`src/rtl/ladybug_input_pkg.sv`:
```
// Shared definitions for the Ladybug input conditioner: bit map of the
// raw/conditioned control vectors, coin channel count and coin FSM states.
package ladybug_input_pkg;

  localparam int NUM_IN   = 18;
  localparam int NUM_COIN = 2;

  // Bit positions in in_raw / out_n
  localparam int BIT_RIGHT   = 0;
  localparam int BIT_RIGHT2  = 1;
  localparam int BIT_LEFT    = 2;
  localparam int BIT_LEFT2   = 3;
  localparam int BIT_DOWN    = 4;
  localparam int BIT_DOWN2   = 5;
  localparam int BIT_UP      = 6;
  localparam int BIT_UP2     = 7;
  localparam int BIT_SELECT1 = 8;
  localparam int BIT_SELECT2 = 9;
  localparam int BIT_TILT0   = 10;
  localparam int BIT_TILT1   = 11;
  localparam int BIT_BOMB    = 12;
  localparam int BIT_BOMB2   = 13;
  localparam int BIT_FIRE    = 14;
  localparam int BIT_FIRE2   = 15;
  localparam int BIT_COIN1   = 16;
  localparam int BIT_COIN2   = 17;

  typedef enum logic [1:0] {
    IDLE     = 2'd0,
    PULSE    = 2'd1,
    LOCKOUT  = 2'd2,
    WAIT_REL = 2'd3
  } coin_state_e;

endpackage

```
`src/rtl/ladybug_input_cond_coin_pulser.sv`:
```
// One coin slot: turns a debounced coin press into a fixed-width active-low
// pulse, followed by a dead time and a wait for release so a held coin
// yields exactly one pulse.
module coin_pulser
  import ladybug_input_pkg::*;
#(
  parameter int COIN_TICKS = 50,
  parameter int LOCK_TICKS = 100
) (
  input  logic clk_sys,
  input  logic res_n,
  input  logic tick,
  input  logic db_bit,
  input  logic db_rise,
  output logic coin_n,
  output logic done
);

  localparam logic [7:0] COIN_LAST = 8'(COIN_TICKS - 1);
  localparam logic [7:0] LOCK_LAST = 8'(LOCK_TICKS - 1);

  coin_state_e state_reg, state_next;
  logic [7:0]  cnt_reg, cnt_next;
  logic        coin_n_reg;

  // Next-state logic; done flags the pulse end for the shared coin counter
  always_comb begin
    state_next = state_reg;
    cnt_next   = cnt_reg;
    done       = 1'b0;
    case (state_reg)
      IDLE: begin
        cnt_next = '0;
        if (db_rise) state_next = PULSE;
      end
      PULSE: begin
        if (tick) begin
          if (cnt_reg == COIN_LAST) begin
            state_next = LOCKOUT;
            cnt_next   = '0;
            done       = 1'b1;
          end else begin
            cnt_next = cnt_reg + 8'd1;
          end
        end
      end
      LOCKOUT: begin
        if (tick) begin
          if (cnt_reg == LOCK_LAST) begin
            state_next = WAIT_REL;
            cnt_next   = '0;
          end else begin
            cnt_next = cnt_reg + 8'd1;
          end
        end
      end
      WAIT_REL: begin
        // A new press landing on the release cycle goes straight to PULSE
        // so it is not lost.
        if (!db_bit) state_next = db_rise ? PULSE : IDLE;
      end
      default: begin
        state_next = IDLE;
        cnt_next   = '0;
      end
    endcase
  end

  // State, tick counter and output register; output follows the next state
  // so it goes low on the same edge the FSM enters PULSE.
  always_ff @(posedge clk_sys or negedge res_n) begin
    if (!res_n) begin
      state_reg  <= IDLE;
      cnt_reg    <= '0;
      coin_n_reg <= 1'b1;
    end else begin
      state_reg  <= state_next;
      cnt_reg    <= cnt_next;
      coin_n_reg <= (state_next != PULSE);
    end
  end

  assign coin_n = coin_n_reg;

endmodule

```
`src/rtl/ladybug_input_cond.sv`:
```
// Ladybug control input conditioner: synchronizes and debounces 18 raw
// active-high controls, outputs them active-low, and shapes both coin inputs
// into fixed-width pulses with a wrapping coin counter.
module ladybug_input_cond
  import ladybug_input_pkg::*;
#(
  parameter int TICK_DIV   = 20000,
  parameter int DB_TICKS   = 4,
  parameter int COIN_TICKS = 50,
  parameter int LOCK_TICKS = 100
) (
  input  logic              clk_sys,
  input  logic              res_n,
  input  logic [NUM_IN-1:0] in_raw,
  output logic [NUM_IN-1:0] out_n,
  output logic [7:0]        coin_cnt
);

  localparam logic [15:0] TICK_LAST = 16'(TICK_DIV - 1);
  localparam logic [3:0]  DB_LAST   = 4'(DB_TICKS - 1);

  logic [NUM_IN-1:0]   sync1_reg, sync2_reg;
  logic [15:0]         presc_reg;
  logic                tick;
  logic [NUM_IN-1:0]   db_reg, db_next;
  logic [3:0]          db_cnt_reg  [NUM_IN];
  logic [3:0]          db_cnt_next [NUM_IN];
  logic [NUM_COIN-1:0] coin_rise, coin_done, coin_n;
  logic [7:0]          coin_cnt_reg, coin_cnt_next;

  // Two-flop synchronizer for the asynchronous raw inputs
  always_ff @(posedge clk_sys or negedge res_n) begin
    if (!res_n) begin
      sync1_reg <= '0;
      sync2_reg <= '0;
    end else begin
      sync1_reg <= in_raw;
      sync2_reg <= sync1_reg;
    end
  end

  assign tick = (presc_reg == TICK_LAST);

  // Prescaler producing a one-cycle tick every TICK_DIV cycles
  always_ff @(posedge clk_sys or negedge res_n) begin
    if (!res_n) presc_reg <= '0;
    else        presc_reg <= tick ? '0 : presc_reg + 16'd1;
  end

  // Debounce next state: count ticks of disagreement, any agreement clears
  always_comb begin
    db_next = db_reg;
    for (int i = 0; i < NUM_IN; i++) begin
      db_cnt_next[i] = db_cnt_reg[i];
      if (sync2_reg[i] == db_reg[i]) begin
        db_cnt_next[i] = '0;
      end else if (tick) begin
        if (db_cnt_reg[i] == DB_LAST) begin
          db_next[i]     = sync2_reg[i];
          db_cnt_next[i] = '0;
        end else begin
          db_cnt_next[i] = db_cnt_reg[i] + 4'd1;
        end
      end
    end
  end

  // Debounced bits and their counters
  always_ff @(posedge clk_sys or negedge res_n) begin
    if (!res_n) begin
      db_reg <= '0;
      for (int i = 0; i < NUM_IN; i++) db_cnt_reg[i] <= '0;
    end else begin
      db_reg     <= db_next;
      db_cnt_reg <= db_cnt_next;
    end
  end

  // One pulser per coin slot; the rise strobe is taken from the debounce
  // next state so the pulse starts on the edge the debounced bit rises.
  genvar gi;
  generate
    for (gi = 0; gi < NUM_COIN; gi++) begin : g_coin
      assign coin_rise[gi] = db_next[BIT_COIN1 + gi] & ~db_reg[BIT_COIN1 + gi];

      coin_pulser #(
        .COIN_TICKS(COIN_TICKS),
        .LOCK_TICKS(LOCK_TICKS)
      ) u_pulser (
        .clk_sys(clk_sys),
        .res_n  (res_n),
        .tick   (tick),
        .db_bit (db_reg[BIT_COIN1 + gi]),
        .db_rise(coin_rise[gi]),
        .coin_n (coin_n[gi]),
        .done   (coin_done[gi])
      );
    end
  endgenerate

  assign out_n = {coin_n, ~db_reg[BIT_COIN1-1:0]};

  // Coin counter increment: one per slot finishing a pulse this cycle
  always_comb begin
    coin_cnt_next = coin_cnt_reg;
    for (int i = 0; i < NUM_COIN; i++) begin
      coin_cnt_next = coin_cnt_next + {7'd0, coin_done[i]};
    end
  end

  // Wrapping coin counter
  always_ff @(posedge clk_sys or negedge res_n) begin
    if (!res_n) coin_cnt_reg <= '0;
    else        coin_cnt_reg <= coin_cnt_next;
  end

  assign coin_cnt = coin_cnt_reg;

endmodule

```
`config.mk`:
```
export PLATFORM = sky130hd
export DESIGN_NAME = ladybug_input_cond
export DESIGN_NICKNAME = d
export VERILOG_FILES = /design/src/rtl/ladybug_input_pkg.sv /design/src/rtl/ladybug_input_cond_coin_pulser.sv /design/src/rtl/ladybug_input_cond.sv
export SDC_FILE = /design/constraint.sdc
export NUM_CORES = 1
export LEC_CHECK = 0
export CORE_MARGIN = 5
export CORE_UTILIZATION = 35
export CTS_CLUSTER_SIZE = 8
export DETAILED_ROUTE_END_ITERATION = 7
export HOLD_SLACK_MARGIN = 0.02
export SLEW_MARGIN = 25
export SYNTH_ARGS = -nofsm -noshare
export SYNTH_HDL_FRONTEND = slang
export SYNTH_SLANG_ARGS = --single-unit
```
`constraint.sdc`:
```
create_clock -name clk_sys -period 6.7 [get_ports clk_sys]
set_input_delay 0.67 -clock clk_sys [delete_from_list [all_inputs] [get_ports clk_sys]]
set_output_delay 0.67 -clock clk_sys [all_outputs]
set_load 0.05 [all_outputs]
```
==> After elaboration in Yosys (flattened, before gate mapping) <==
Index checks and enable logic that the tools add are counted.
{ "classes": {"bitwise_logic": 21, "eq_ne": 53, "shift": 0, "n_reduce_logical": 40, "magnitude_cmp": 0, "n_mul": 0, "muxes": 93, "add_sub_neg": 23, "div": 0} }
{ "ops": {"columns": ["op", "count"], "rows": [
  ["two-way mux 4 bit", 54],
  ["adder 4 x 1 -> 4 bit, second input constant", 18],
  ["== test 4 x 2 -> 1 bit, second input constant", 18],
  ["two-way mux 8 bit", 8],
  ["AND reduction 3 bit", 18],
  ["one-hot mux 8 bit (3 select lines)", 2],
  ["nonzero test 2 bit", 18],
  ["two-way mux 2 bit", 12],
  ["== test 1 bit", 18],
  ["NOT 1 bit", 18],
  ["adder 16 x 1 -> 16 bit, second input constant", 1],
  ["adder 8 x 1 -> 8 bit", 2],
  ["adder 8 x 1 -> 8 bit, second input constant", 2],
  ["== test 16 x 15 -> 1 bit, second input constant", 1],
  ["== test 8 x 6 -> 1 bit, second input constant", 2],
  ["== test 8 x 7 -> 1 bit, second input constant", 2],
  ["two-way mux 16 bit", 1],
  ["NOT 16 bit", 1],
  ["one-hot mux 2 bit (4 select lines)", 2],
  ["two-way mux 1 bit", 14],
  ["== test 2 bit, second input constant", 4],
  ["!= test 2 bit, second input constant", 4],
  ["nonzero test 3 bit", 2],
  ["== test 2 x 1 -> 1 bit, second input constant", 2],
  ["other kinds (3)", 6]
]} }
{ "word_totals": {"latch_bits": 0, "memories": 0, "ff_bits": 172, "inputBits": 20, "mem_bits_ro": 0, "ramBits": 0} }

==> Longest topological paths before layout <==
Gate-level depths: netlist of run 1.
{ "depth": {"word_depth": 9, "depth_mapped": 10, "ltp_nobuf": 10} }

==> Modules after synthesis <==
A second synthesis of run 1 with hierarchy kept.
{ "unflattened": {"cells_unflattened": 745, "area_unflattened_um2": 8056.5} }
{ "by_module_without_submodules": {"columns": ["mod", "area_each_um2", "cells_each", "n_inst"], "rows": [
  ["ladybug_input_cond", 6547.5, 579, 1],
  ["coin_pulser", 754.5, 83, 2]
]} }

==> Worst setup path after synthesis of run 1 <==
OpenSTA, ideal clock, no wires.
{ "synth_timing": {"path_kind": "register -> register", "from": "register presc_reg[8]", "to": "register coin_cnt_reg[4], in the netlist coin_cnt[4]", "slack_ns": 4.129, "path_stages_with_launch": 10, "n_path_buf": 1, "setup_time_ns": 0.141, "arrival_time_ns": 2.430, "t_required_ns": 6.559, "cell_sequence": "dfrtp_1 -> or4_1 -> nor4_4 -> buf_2 -> nand3_1 -> inv_1 -> fa_1 -> ha_1 -> nand3_1 -> xnor2_1"} }
{ "synth_via": {"elab_chain_cells": 5, "elab_cells_between_ends": 7} }
{ "synth_lines": {"columns": ["item", "line", "rtl"], "rows": [
  ["start: declaration", "ladybug_input_cond.sv:23", "logic [15:0] presc_reg;"],
  ["start signal: assignment", "ladybug_input_cond.sv:47", "else presc_reg <= tick ? '0 : presc_reg + 16'd1;"],
  ["== test 16 x 15 -> 1 bit *", "ladybug_input_cond.sv:42", "assign tick = (presc_reg == TICK_LAST);"],
  ["two-way mux 1 bit", "ladybug_input_cond_coin_pulser.sv:37", "if (tick) begin"],
  ["two-way mux 1 bit", "ladybug_input_cond_coin_pulser.sv:31", "case (state_reg)"],
  ["adder 8 x 1 -> 8 bit", "ladybug_input_cond.sv:107", "coin_cnt_next = coin_cnt_next + {7'd0, coin_done[i]};"],
  ["adder 8 x 1 -> 8 bit *", "ladybug_input_cond.sv:107", null],
  ["via coin_cnt_next[4]", "ladybug_input_cond.sv:29", "logic [7:0] coin_cnt_reg, coin_cnt_next;"],
  ["end signal: assignment", "ladybug_input_cond.sv:114", "else coin_cnt_reg <= coin_cnt_next;"],
  ["end: declaration", "ladybug_input_cond.sv:29", null]
]} }
The timed path passes the listed nets; every way through them passes the cells marked *.
A chain may end at the register's enable or synchronous reset.

==> Worst setup path after layout of run 1 <==
{ "layout_timing": {"from": "register presc_reg[6]", "to": "register coin_cnt_reg[4], in the netlist coin_cnt[4]"} }
Same word-level chain as after synthesis.

==> results.ini, run 1 <==
[die]
fp-row-count = 54
core_area_um2 = 21960
ios = 46
dieArea_um2 = 25460
die_x_um = 159.6
initial_core_util_pct = 35.65
die_h_um = 159.6

[power]
ir_drop_uv = 138.3
seq_power_share_pct = 51.8
clkPwrFrac_pct = 46.1
net-switching-power_mw = 0.4554
power.density_nw_per_um2 = 222.2
leakagePower_nw = 4.076
p_sw_share_pct = 22.34
p_int_mw = 1.583
pwr-share-comb_pct = 2.1

[global_routing]
grt_max_degree = 92
antenna_found_initial = 0
track_usage_pct = 11.64
grt_pass1_vias = 5253
grt_overflow_total = 0
grt_pass1_wl_mm = 24.96

[setup_path]
crit_family = simple AND/OR/NAND/NOR gates
worstReg2RegEnd = coin_cnt[4]
critPathKind = flop to flop
worstSetupEndpointType = flop
reg2reg_from = presc_reg[6]
crit_fanout = 6
ff2ff_path_depth = 8
start_kind = flop
arrival_ns = 3.00
worstPathRequired_ns = 7.01
path_cells = or4b_1 > nor4_2 > nand3_1 > inv_1 > fa_1 > ha_1 > nand3_1 > xnor2_1
critPathMaxStageDelay_ns = 0.61
crit_buf_inv = 1
slowest_stage = or4b_1
path_common_cell = nand3_1
ff2ff_setup_slack_ns = 4.01

[drt]
vias = 5356
ant_nets = 0
dr.pass1.iters = 4
viasPerCell = 4.955
drt_iter0_markers = 313
wire_per_inst_um = 13.10
drc = 0
totalWireLength_mm = 14.16

[synthesis]
synthFlopType = dfrtp_1
synth_cells = 739
synth_edf_count = 0
yosys_warnings = 0
synth-simple-area-share_pct = 19.19
synth_top_area_share_pct = 54.34
netlist_area_um2 = 7829
synth_area_leaders = dfrtp_1 54%, ha_1 5.3%, a21oi_1 4.7%
synth_compound_area_share_pct = 11.00
synth-seq-cells = 172
ys_types = 49
synth_area_leader_cell = dfrtp_1
synth.area.mux_share_pct = 0.5754
yosys.area_share.adder_pct = 5.530
syn_avg_cell_area_um2 = 10.59
synth_top_family_by_area = simple AND/OR/NAND/NOR gates
ys_seq_area_share_pct = 55.01
synthXorXnorAreaFrac_pct = 6.041
synth_nets = 793
async_reset_ff_share_pct = 100.0

[placed_design]
post-place-ws_ns = 3.983
dpl_cell_area_um2 = 8606
dp_hpwl_mm = 9.165
place_congestion = 0.7745
place.port_buffers = 45

[sta]
skew_ns = 0.008618
timing.final.ws_setup_ns = 4.008
slew_headroom_pct = 44.45
drv_slew = 0
setup_viol = 0
post-route-min-period_ns = 2.692
setup_tns_ns = 0
hold_viol = 0
clock.fmax_mhz = 371.5
tightest_slew_ns = 0.8332
finalCritPeriodShare_pct = 40.17
rsz0062_at_grt = false

[final_layout]
fin_area_um2 = 9173
regArea_um2 = 4307
multi_input_comb_area_um2 = 3314
nNetsFinal = 842
largest_register_ffs = 72
final_core_util_pct = 41.77
nFillCells = 2010
n_antenna_cell = 0
final_layout_size_suffix_gt1_share_pct = 8.115
syn_to_final_growth_pct = 17.16

[clock_tree]
clkTransAtPathRegs_ns = 0.07
cts_tree = built
cts.sinks = 172
cts_root_buf = clkbuf_16
clockBufferDepth = 2
hold_buffers = 0
numCtsBuffers = 17
htreeDepth = 4
cts_resized = 0
post_cts_buffers = 0
worst_skew_pair.late_latency_ns = 0.42

[job]
max-cap-violations = 0

[outcome]
outcome = finished clean

[min_path]
hold_path.class = input pin to asynchronous set/reset pin

==> kinds of logic after synthesis <==
| logic type | Yosys count |
|---|---|
| muxes | 4 |
| AOI/OAI and AO/OA | 140 |
| and+or+nand+nor | 285 |
| xor gates and xnor gates | 54 |
| adders and majority gates | 34 |
| buffers and inverters | 50 |
| DFF | 172 |
==> power by group through the flow <==
stage	combinational (mW)	sequential [mW]	clock, mW
after global routing	0.0498	1.06	1.02
final	0.0426	1.06	0.941
after floorplan	0.00820	1.07	0
after detailed placement	0.0454	1.07	0
after CTS	0.0455	1.06	0.975
after global placement	0.0440	1.07	0
==> final cells by class <==
type	instances	area share, %
Timing Repair Buffer	50	5.688
Clock inverter	14	1.500
Inverter	30	1.228
Sequential cell	172	46.95
Multi-Input combinational cell	517	36.13
Clock buffer	18	4.679
Tap cell	280	3.819
==> cells in the final DEF, fill, tap and decap left out, drive strengths merged, types with 3 or more instances in the layout <==
cell,Yosys,routed
a21oi,73,73
a22o,14,14
a31o,17,17
and3,13,13
buf,10,6
clkbuf,10,18
clkdlybuf4s50,0,44
clkinv,0,5
clkinvlp,0,4
dfrtp,170,170
ha,33,33
inv,30,34
mux2,4,4
nand2,86,86
nand2b,3,3
nand3,15,15
nand3b,3,3
nand4,24,24
nand4b,22,22
nor2,54,54
nor2b,10,10
nor3,20,20
nor3b,17,17
nor4,6,6
o21ai,23,23
or3,4,4
xnor2,31,31
xor2,23,23
==> worst max-delay path by stage <==
stage	from	to	slack (ns)	cells after the start
after detailed placement	presc_reg[6]	coin_cnt[4]	3.98	8
after CTS	presc_reg[6]	coin_cnt[4]	3.97	8
after global routing	presc_reg[6]	coin_cnt[6]	3.78	8
after floorplan	presc_reg[8]	coin_cnt[4]	4.13	9
final	presc_reg[6]	coin_cnt[4]	4.01	8
after global placement	presc_reg[6]	db_reg[16]	3.85	5
==> layer usage <==
layer | GRT usage [%] | share of wire (%) | up-vias
met1 | 15.60 | 49 | 2564
met3 | 3.313 | 3.3 | 12
li1 | - | - | 2715
met2 | 18.44 | 46 | 65
met4 | 3.432 | 1.1 | 0
met5 | 0 | 0 | -
==> stage by stage <==
stage | power, mW | instances | hold WS [ns]
2_1_floorplan | 1.081 | 739 | 0.3312
3_3_place_gp | 1.119 | 1047 | 0.3329
3_5_place_dp | 1.120 | 1049 | 0.3347
4_1_cts | 2.075 | 1081 | 0.3495
5_1_grt | 2.125 | 1081 | 0.3604
6_report | 2.038 | 1081 | 0.3273
==> synthesized netlist by cell type, types with 2 or more instances <==
library cell,n
a21o_1,2
a21oi_1,73
a22o_1,14
a31o_2,17
and2_1,2
and3_1,13
buf_2,7
buf_4,3
clkbuf_1,10
dfrtp_1,170
dfstp_2,2
ha_1,33
inv_1,30
mux2_2,3
nand2_1,86
nand2b_1,3
nand3_1,15
nand3b_1,3
nand4_1,24
nand4b_1,22
nor2_1,54
nor2b_1,10
nor3_1,20
nor3b_1,17
nor4_1,4
o21ai_0,23
o31ai_1,2
or3_1,4
xnor2_1,31
xor2_1,23
Note: power is estimated with default switching activity, not from simulation.
==> run 2: changes to the inputs <==
==> constraint.sdc (replaced) <==
create_clock -name clk_sys -period 2.51 [get_ports clk_sys]
set_input_delay 0.251 -clock clk_sys [delete_from_list [all_inputs] [get_ports clk_sys]]
set_output_delay 0.251 -clock clk_sys [all_outputs]
set_load 0.05 [all_outputs]
==> run 2 against run 1 <==
Compared with the run above: utilization up 0.68 points; worst setup slack worse by 3.8 ns; critical endpoint is now db_cnt_reg[3]; count of clock-buffer cells in the layout grew 1; non-clock buffer count is 16 higher; largest cell class unchanged; hold slack worse by 0.071 ns; sequential cell count unchanged; sequential share of layout area decreased by 0.76 points; maximum frequency rose by 15%; largest power group unchanged; critical path depth fell by 1; routed wire length is 1.4% higher; clock power grew to 2.7 times the previous value; total power grew to 2.7 times the previous value.
==> results.ini, run 2 (synthesis results as in run 1) <==
[final_layout]
nNetsFinal = 858  ; was 842
final_layout_size_suffix_gt1_share_pct = 10.28  ; was 8.115%
layout_commonest_cell = dfrtp_1  ; unchanged
n_antenna_cell = 0  ; unchanged
largest_register_ffs = 72  ; unchanged
nFillCells = 2070  ; was 2,010
syn_to_final_growth_pct = 19.08  ; was 17.16%
final_cell_mix = 170 x dfrtp_1, 86 x nand2_1, 73 x a21oi_1, 54 x nor2_1, 44 x clkdlybuf4s50_1  ; unchanged

[die]
dieArea_um2 = 25460  ; unchanged
die_h_um = 159.6  ; unchanged
initial_core_util_pct = 35.65  ; unchanged
ios = 46  ; unchanged
core_area_um2 = 21960  ; unchanged
fp-row-count = 54  ; unchanged
die_x_um = 159.6  ; unchanged

[outcome]
outcome = finished clean  ; unchanged

[sta]
setup_viol = 0  ; unchanged
drv_slew = 0  ; unchanged
rsz0062_at_grt = false  ; unchanged
timing.final.ws_setup_ns = 0.1654  ; was 4.008 ns
hold_viol = 0  ; unchanged
post-route-min-period_ns = 2.345  ; was 2.692 ns
tightest_slew_ns = 0.5330  ; was 0.8332 ns
skew_ns = 0.009687  ; was 0.008618 ns
setup_tns_ns = 0  ; unchanged
slew_headroom_pct = 64.35  ; was 44.45%
clock.fmax_mhz = 426.5  ; was 371.5 MHz
finalCritPeriodShare_pct = 93.41  ; was 40.17%

[setup_path]
worstPathRequired_ns = 2.81  ; was 7.01 ns
path_cells = or4b_4 > nor4_4 > buf_4 > buf_4 > nand4_1 > xor2_1 > nor2_1  ; was or4b_1 > nor4_2 > nand3_1 > inv_1 > fa_1 > ha_1 > nand3_1 > xnor2_1
path_common_cell = buf_4  ; was nand3_1
ff2ff_setup_slack_ns = 0.17  ; was 4.01 ns
ff2ff_path_depth = 7  ; was 8
critPathMaxStageDelay_ns = 0.57  ; was 0.61 ns
worstSetupEndpointType = flop  ; unchanged
crit_fanout = 36  ; was 6
worstReg2RegEnd = db_cnt_reg[3]  ; was coin_cnt[4]
slowest_stage = or4b_4  ; was or4b_1
critPathKind = flop to flop  ; unchanged
arrival_ns = 2.64  ; was 3.00 ns
reg2reg_from = presc_reg[7]  ; was presc_reg[6]
start_kind = flop  ; unchanged

[global_routing]
grt_pass1_vias = 5359  ; was 5,253
grt_overflow_total = 0  ; unchanged
grt_pass1_wl_mm = 25.41  ; was 24.96 mm
grt_max_degree = 79  ; was 92
track_usage_pct = 11.81  ; was 11.64%
antenna_found_initial = 0  ; unchanged

[drt]
ant_nets = 0  ; unchanged
viasPerCell = 4.957  ; was 4.955
drt_iter0_markers = 293  ; was 313
dr.pass1.iters = 4  ; unchanged
wl_met1_mm = 6.966  ; was 6.982 mm
vias = 5438  ; was 5,356
top_layer = met4  ; unchanged
drc = 0  ; unchanged
totalWireLength_mm = 14.36  ; was 14.16 mm
routed-wl-met3_um = 474  ; was 469 um
dr_wl_met2_mm = 6.722  ; was 6.562 mm
wire_per_inst_um = 13.09  ; was 13.10 um

[clock_tree]
htreeDepth = 4  ; unchanged
cts.sinks = 172  ; unchanged
worst_skew_pair.late_latency_ns = 0.43  ; was 0.42 ns
cts_root_buf = clkbuf_16  ; unchanged
clkTransAtPathRegs_ns = 0.07  ; about the same
clockBufferDepth = 2  ; unchanged
numCtsBuffers = 17  ; unchanged
cts_tree = built  ; unchanged

[placed_design]
dp_hpwl_mm = 9.732  ; was 9.165 mm
post-place-ws_ns = 0.05983  ; was 3.983 ns
place.port_buffers = 45  ; unchanged
place_congestion = 0.7962  ; was 0.7745

[power]
power_mw = 5.501  ; was 2.038 mW
ir_drop_uv = 350.4  ; was 138.3 uV
power.density_nw_per_um2 = 590.1  ; was 222.2 nW/um^2
leakagePower_nw = 4.172  ; was 4.076 nW

[min_path]
hold_path_depth = 1
worstHoldEndpoint = sync1_reg[9]
hold_path.class = input pin to flop  ; was input pin to asynchronous set/reset pin
worstHoldStart = in_raw[9]

[job]
max-cap-violations = 0  ; unchanged

run 2: area by class of cell:
type | instances | area (um^2) | share of cell area (%)
flip-flops and latches | 172 | 4307 | 46.20
multi-input cells | 517 | 3341 | 35.83
repair buffers | 66 | 636.9 | 6.831
clock buffers | 19 | 432.9 | 4.644
well taps | 280 | 350.3 | 3.758
clock inverters | 13 | 142.6 | 1.530
inverters | 30 | 112.6 | 1.208
run 2: through the flow:
stage / area (um^2) / utilization [%] / hold WS, ns / cells
after floorplan: 7835 / - / -0.04459 / 739
after CTS: 9300 / 42.35 / 0.2363 / 1097
after detailed placement: 8715 / 39.69 / 0.2463 / 1064
after global routing: 9323 / 42.46 / 0.2324 / 1097
after global placement: 8715 / 39.69 / 0.2430 / 1064
final: 9323 / 42.46 / 0.2561 / 1097
run 2: worst max path at each step:
stage	start	endpoint	slack, ns
after detailed placement	presc_reg[12]	coin_cnt[6]	0.06
after global routing	presc_reg[7]	db_cnt_reg[43]	0.01
final	presc_reg[7]	db_cnt_reg[3]	0.17
after CTS	presc_reg[12]	coin_cnt[6]	0.02
after global placement	presc_reg[12]	coin_cnt[6]	0.12
after floorplan	presc_reg[6]	coin_cnt[4]	0.009
run 2: critical path, delay by kind of cell (launching register included):
kind | cells | cell delay (ns)
buffers and inverters | 2 | 0.51
AND/OR/NAND/NOR | 4 | 1.09
XOR/XNOR | 1 | 0.18
flip-flops | 1 | 0.42
run 2: report_power, final:
group	switching [mW]	internal (mW)	total, mW
sequential	0.0159	2.80	2.82
clock	1.09	1.47	2.57
combinational	0.0749	0.0428	0.118
run 2: timing repair:
action                                  CTS  global route
hold buffers                              1             0
endpoints found under the setup margin    0             2
buffers inserted                          0             0
hold endpoints to repair                 52             0
gates resized for setup                   0             5
run 2: layer usage:
layer  up-vias  track usage (%)
met5         -                0
met4         0            3.195
met3        10            3.935
met2        55            18.36
met1      2643            15.89
li1       2730                -
==> run 3: changes to the inputs <==
--- a/config.mk
+++ b/config.mk
@@ -10,7 +10,9 @@
 export CTS_CLUSTER_SIZE = 8
 export DETAILED_ROUTE_END_ITERATION = 7
 export HOLD_SLACK_MARGIN = 0.02
+export SETUP_SLACK_MARGIN = 0.1
 export SLEW_MARGIN = 25
 export SYNTH_ARGS = -nofsm -noshare
 export SYNTH_HDL_FRONTEND = slang
+export SYNTH_HIERARCHICAL = 1
 export SYNTH_SLANG_ARGS = --single-unit
==> run 3 against run 2 <==
Compared with the run above: worst setup slack got worse by 0.16 ns; via count rose by 7.2%; non-clock buffer count up 34; utilization rose by 3.0 points; clock skew barely moved; register-to-register slack worse by 0.16 ns; die area up 2.7%; highest routed layer unchanged; cell area increased by 11%; maximum frequency decreased by 6.5%; sequential cell count is the same; routed wire length rose by 14%.
==> results.ini, run 3 <==
[outcome]
outcome = finished clean  ; unchanged

[synthesis]
synth_edf_count = 0  ; unchanged
ys_seq_area_share_pct = 53.46  ; was 55.01%
ys_types = 44  ; was 49
ys_top_cells_by_count = 170 x dfrtp_1, 86 x nand2_1, 83 x a21oi_1  ; was 170 x dfrtp_1, 86 x nand2_1, 73 x a21oi_1
synth_cells = 745  ; was 739
synth_area_leaders = dfrtp_1 53%, ha_1 5.3%, a21oi_1 5.2%  ; was dfrtp_1 54%, ha_1 5.3%, a21oi_1 4.7%
synth_nets = 800  ; was 793
synthFlopType = dfrtp_1  ; unchanged
synth_most_common_cell = dfrtp_1  ; unchanged
synth-seq-cells = 172  ; unchanged
netlist_area_um2 = 8056  ; was 7829 um^2
async_reset_ff_share_pct = 100.0  ; unchanged
yosys_warnings = 6  ; was 0
syn_avg_cell_area_um2 = 10.81  ; was 10.59 um^2
synth_top_area_share_pct = 52.80  ; was 54.34%
synth_area_leader_cell = dfrtp_1  ; unchanged

[clock_tree]
cts.sinks = 172  ; unchanged
cts_root_buf = clkbuf_16  ; unchanged
clkTransAtPathRegs_ns = 0.08  ; was 0.07 ns
numCtsBuffers = 17  ; unchanged
worst_skew_pair.late_latency_ns = 0.43  ; about the same
htreeDepth = 4  ; unchanged
cts_tree = built  ; unchanged
clockBufferDepth = 2  ; unchanged

[die]
dieArea_um2 = 26150  ; was 25,460 um^2
die_x_um = 161.7  ; was 159.6 um
core_area_um2 = 22640  ; was 21,960 um^2
initial_core_util_pct = 35.58  ; was 35.65%
ios = 46  ; unchanged
fp-row-count = 55  ; was 54
die_h_um = 161.7  ; was 159.6 um

[setup_path]
worstSetupStartpoint = presc_reg[8]  ; was presc_reg[7]
arrival_ns = 2.82  ; was 2.64 ns
start_kind = flop  ; unchanged
slowest_stage = or4_4  ; was or4b_4
reg2reg_from = presc_reg[8]  ; was presc_reg[7]
critPathKind = flop to flop  ; unchanged
worstPathRequired_ns = 2.82  ; was 2.81 ns
crit_fanout = 5  ; was 36
critPathMaxStageDelay_ns = 0.55  ; was 0.57 ns
worstSetupEndpointType = flop  ; unchanged
ff2ff_setup_slack_ns = 0.002  ; was 0.17 ns
path_cells = or4_4 > nor4_4 > buf_4 > and4_4 > fa_2 > and3_4 > nand3_4 > or2_4 > xnor2_1  ; was or4b_4 > nor4_4 > buf_4 > buf_4 > nand4_1 > xor2_1 > nor2_1

[final_layout]
nFillCells = 2056  ; was 2,070
fin_area_um2 = 10300  ; was 9323 um^2
regArea_um2 = 4307  ; unchanged
nNetsFinal = 899  ; was 858
syn_to_final_growth_pct = 27.88  ; was 19.08%
n_antenna_cell = 0  ; unchanged
final_core_util_pct = 45.50  ; was 42.46%
final_cell_mix = 170 x dfrtp_1, 85 x nand2_1, 59 x a21oi_1, 44 x clkdlybuf4s50_1, 37 x buf_4  ; was 170 x dfrtp_1, 86 x nand2_1, 73 x a21oi_1, 54 x nor2_1, 44 x clkdlybuf4s50_1
multi_input_comb_area_um2 = 3882  ; was 3341 um^2
instances_no_fill = 1142  ; was 1,097
final_layout_size_suffix_gt1_share_pct = 24.27  ; was 10.28%
layout_commonest_cell = dfrtp_1  ; unchanged
largest_register_ffs = 72  ; unchanged

[drt]
drt_iter0_markers = 377  ; was 293
dr_wl_met2_mm = 7.862  ; was 6.722 mm
drc = 0  ; unchanged
wire_per_inst_um = 14.31  ; was 13.09 um
viasPerCell = 5.107  ; was 4.957
ant_nets = 0  ; unchanged
top_layer = met4  ; unchanged
routed-wl-met3_um = 389  ; was 474 um
dr.pass1.iters = 5  ; was 4
wl_met1_mm = 7.929  ; was 6.966 mm
totalWireLength_mm = 16.34  ; was 14.36 mm
vias = 5832  ; was 5,438

[sta]
hold_viol = 0  ; unchanged
clock.fmax_mhz = 398.7  ; was 426.5 MHz
tightest_slew_ns = 0.6190  ; was 0.5330 ns
rsz0062_at_grt = true  ; was false
post-route-min-period_ns = 2.508  ; was 2.345 ns
skew_ns = 0.009868  ; was 0.009687 ns
drv_slew = 0  ; unchanged
timing.final.ws_setup_ns = 0.001809  ; was 0.1654 ns
finalCritPeriodShare_pct = 99.93  ; was 93.41%
setup_viol = 0  ; unchanged
hold_ws_ns = 0.2545  ; was 0.2561 ns
setup_tns_ns = 0  ; unchanged
slew_headroom_pct = 58.73  ; was 64.35%

[placed_design]
dp_hpwl_mm = 9.953  ; was 9.732 mm
place_inst = 1089  ; was 1,064
dpl_cell_area_um2 = 9126  ; was 8715 um^2
place_congestion = 0.8007  ; was 0.7962
place.port_buffers = 45  ; unchanged
post-place-ws_ns = 0.006894  ; was 0.05983 ns

[power]
leakagePower_nw = 4.405  ; was 4.172 nW
power_mw = 5.563  ; was 5.501 mW
ir_drop_uv = 386.1  ; was 350.4 uV
power.density_nw_per_um2 = 540.0  ; was 590.1 nW/um^2

[min_path]
worstHoldStart = in_raw[4]  ; was in_raw[9]
hold_path.class = input pin to flop  ; unchanged

[global_routing]
grt_overflow_total = 0  ; unchanged
grt_max_degree = 65  ; was 79
antenna_found_initial = 0  ; unchanged
grt_pass1_vias = 5755  ; was 5,359
grt_pass1_wl_mm = 26.90  ; was 25.41 mm
track_usage_pct = 12.29  ; was 11.81%

[job]
max-cap-violations = 0  ; unchanged

run 3: changes by cell type in the layout (fill, tap and decap cells not counted), sizes merged, moves of 15 or more:
cell / change
a21boi: +18
nand3: +21
nand4: -16
nor2: -44
and4b: +22
o21ba: +19
xor2: -15
buf: +29
nor3: -17
nand4b: -22
or3: +37
run 3: what timing repair did:
| action | in CTS | in global routing |
|---|---|---|
| setup buffers | 7 | 6 |
| hold endpoints to repair | 61 | 0 |
| resized for setup | 10 | 67 |
| pin swaps | 6 | 67 |
| gates cloned | 1 | 7 |
| hold buffers | 1 | 0 |
| endpoints found under the setup margin | 30 | 51 |
run 3: worst paths after layout:
kind	to	depth (start not counted)
min reg2reg	sync2_reg[15]	0
max reg2reg	coin_cnt[7]	9
max in group asynchronous	g_coin[0].u_pulser/coin_n	3
max	coin_cnt[7]	9
min in group asynchronous	db_cnt_reg[60]	2
min	sync1_reg[4]	1
run 3: kinds of logic after synthesis:
family | Yosys count | synth area share (%)
AND/OR/NAND/NOR | 258 | 18.53
adder cells (fa/ha/maj) | 35 | 5.529
multiplexers | 4 | 0.5591
AO/OA/AOI/OAI | 186 | 14.88
flip-flops | 172 | 53.46
XOR/XNOR | 41 | 4.457
buffers and inverters | 49 | 2.594
run 3: final cells by class:
class,instances,share of cell area [%]
clock buffer,17,4.129
sequential,172,41.80
timing repair buffer,100,10.41
tap,285,3.461
multi-input combinational,525,37.69
inverter,28,1.020
clock inverter,15,1.494
run 3: layer usage:
layer	up-vias	track usage, %
li1	2894	-
met1	2873	15.93
met2	57	20.56
met3	8	3.096
met4	0	3.499
met5	-	0
run 3: report_power, final:
| part | switching, mW | internal [mW] | leakage [nW] |
|---|---|---|---|
| clock network | 1.22 | 1.41 | 0.281 |
| logic | 0.0780 | 0.0490 | 1.82 |
| registers | 0.0156 | 2.80 | 2.30 |
| total | 1.31 | 4.25 | 4.40 |
run 3: worst max-delay path, delay by kind of cell (launching register included):
kind / cells / cell delay, ns
and+or+nand+nor: 6 / 1.49
DFF: 1 / 0.38
adders and majority gates: 1 / 0.23
buffers and inverters: 1 / 0.18
xor gates and xnor gates: 1 / 0.12
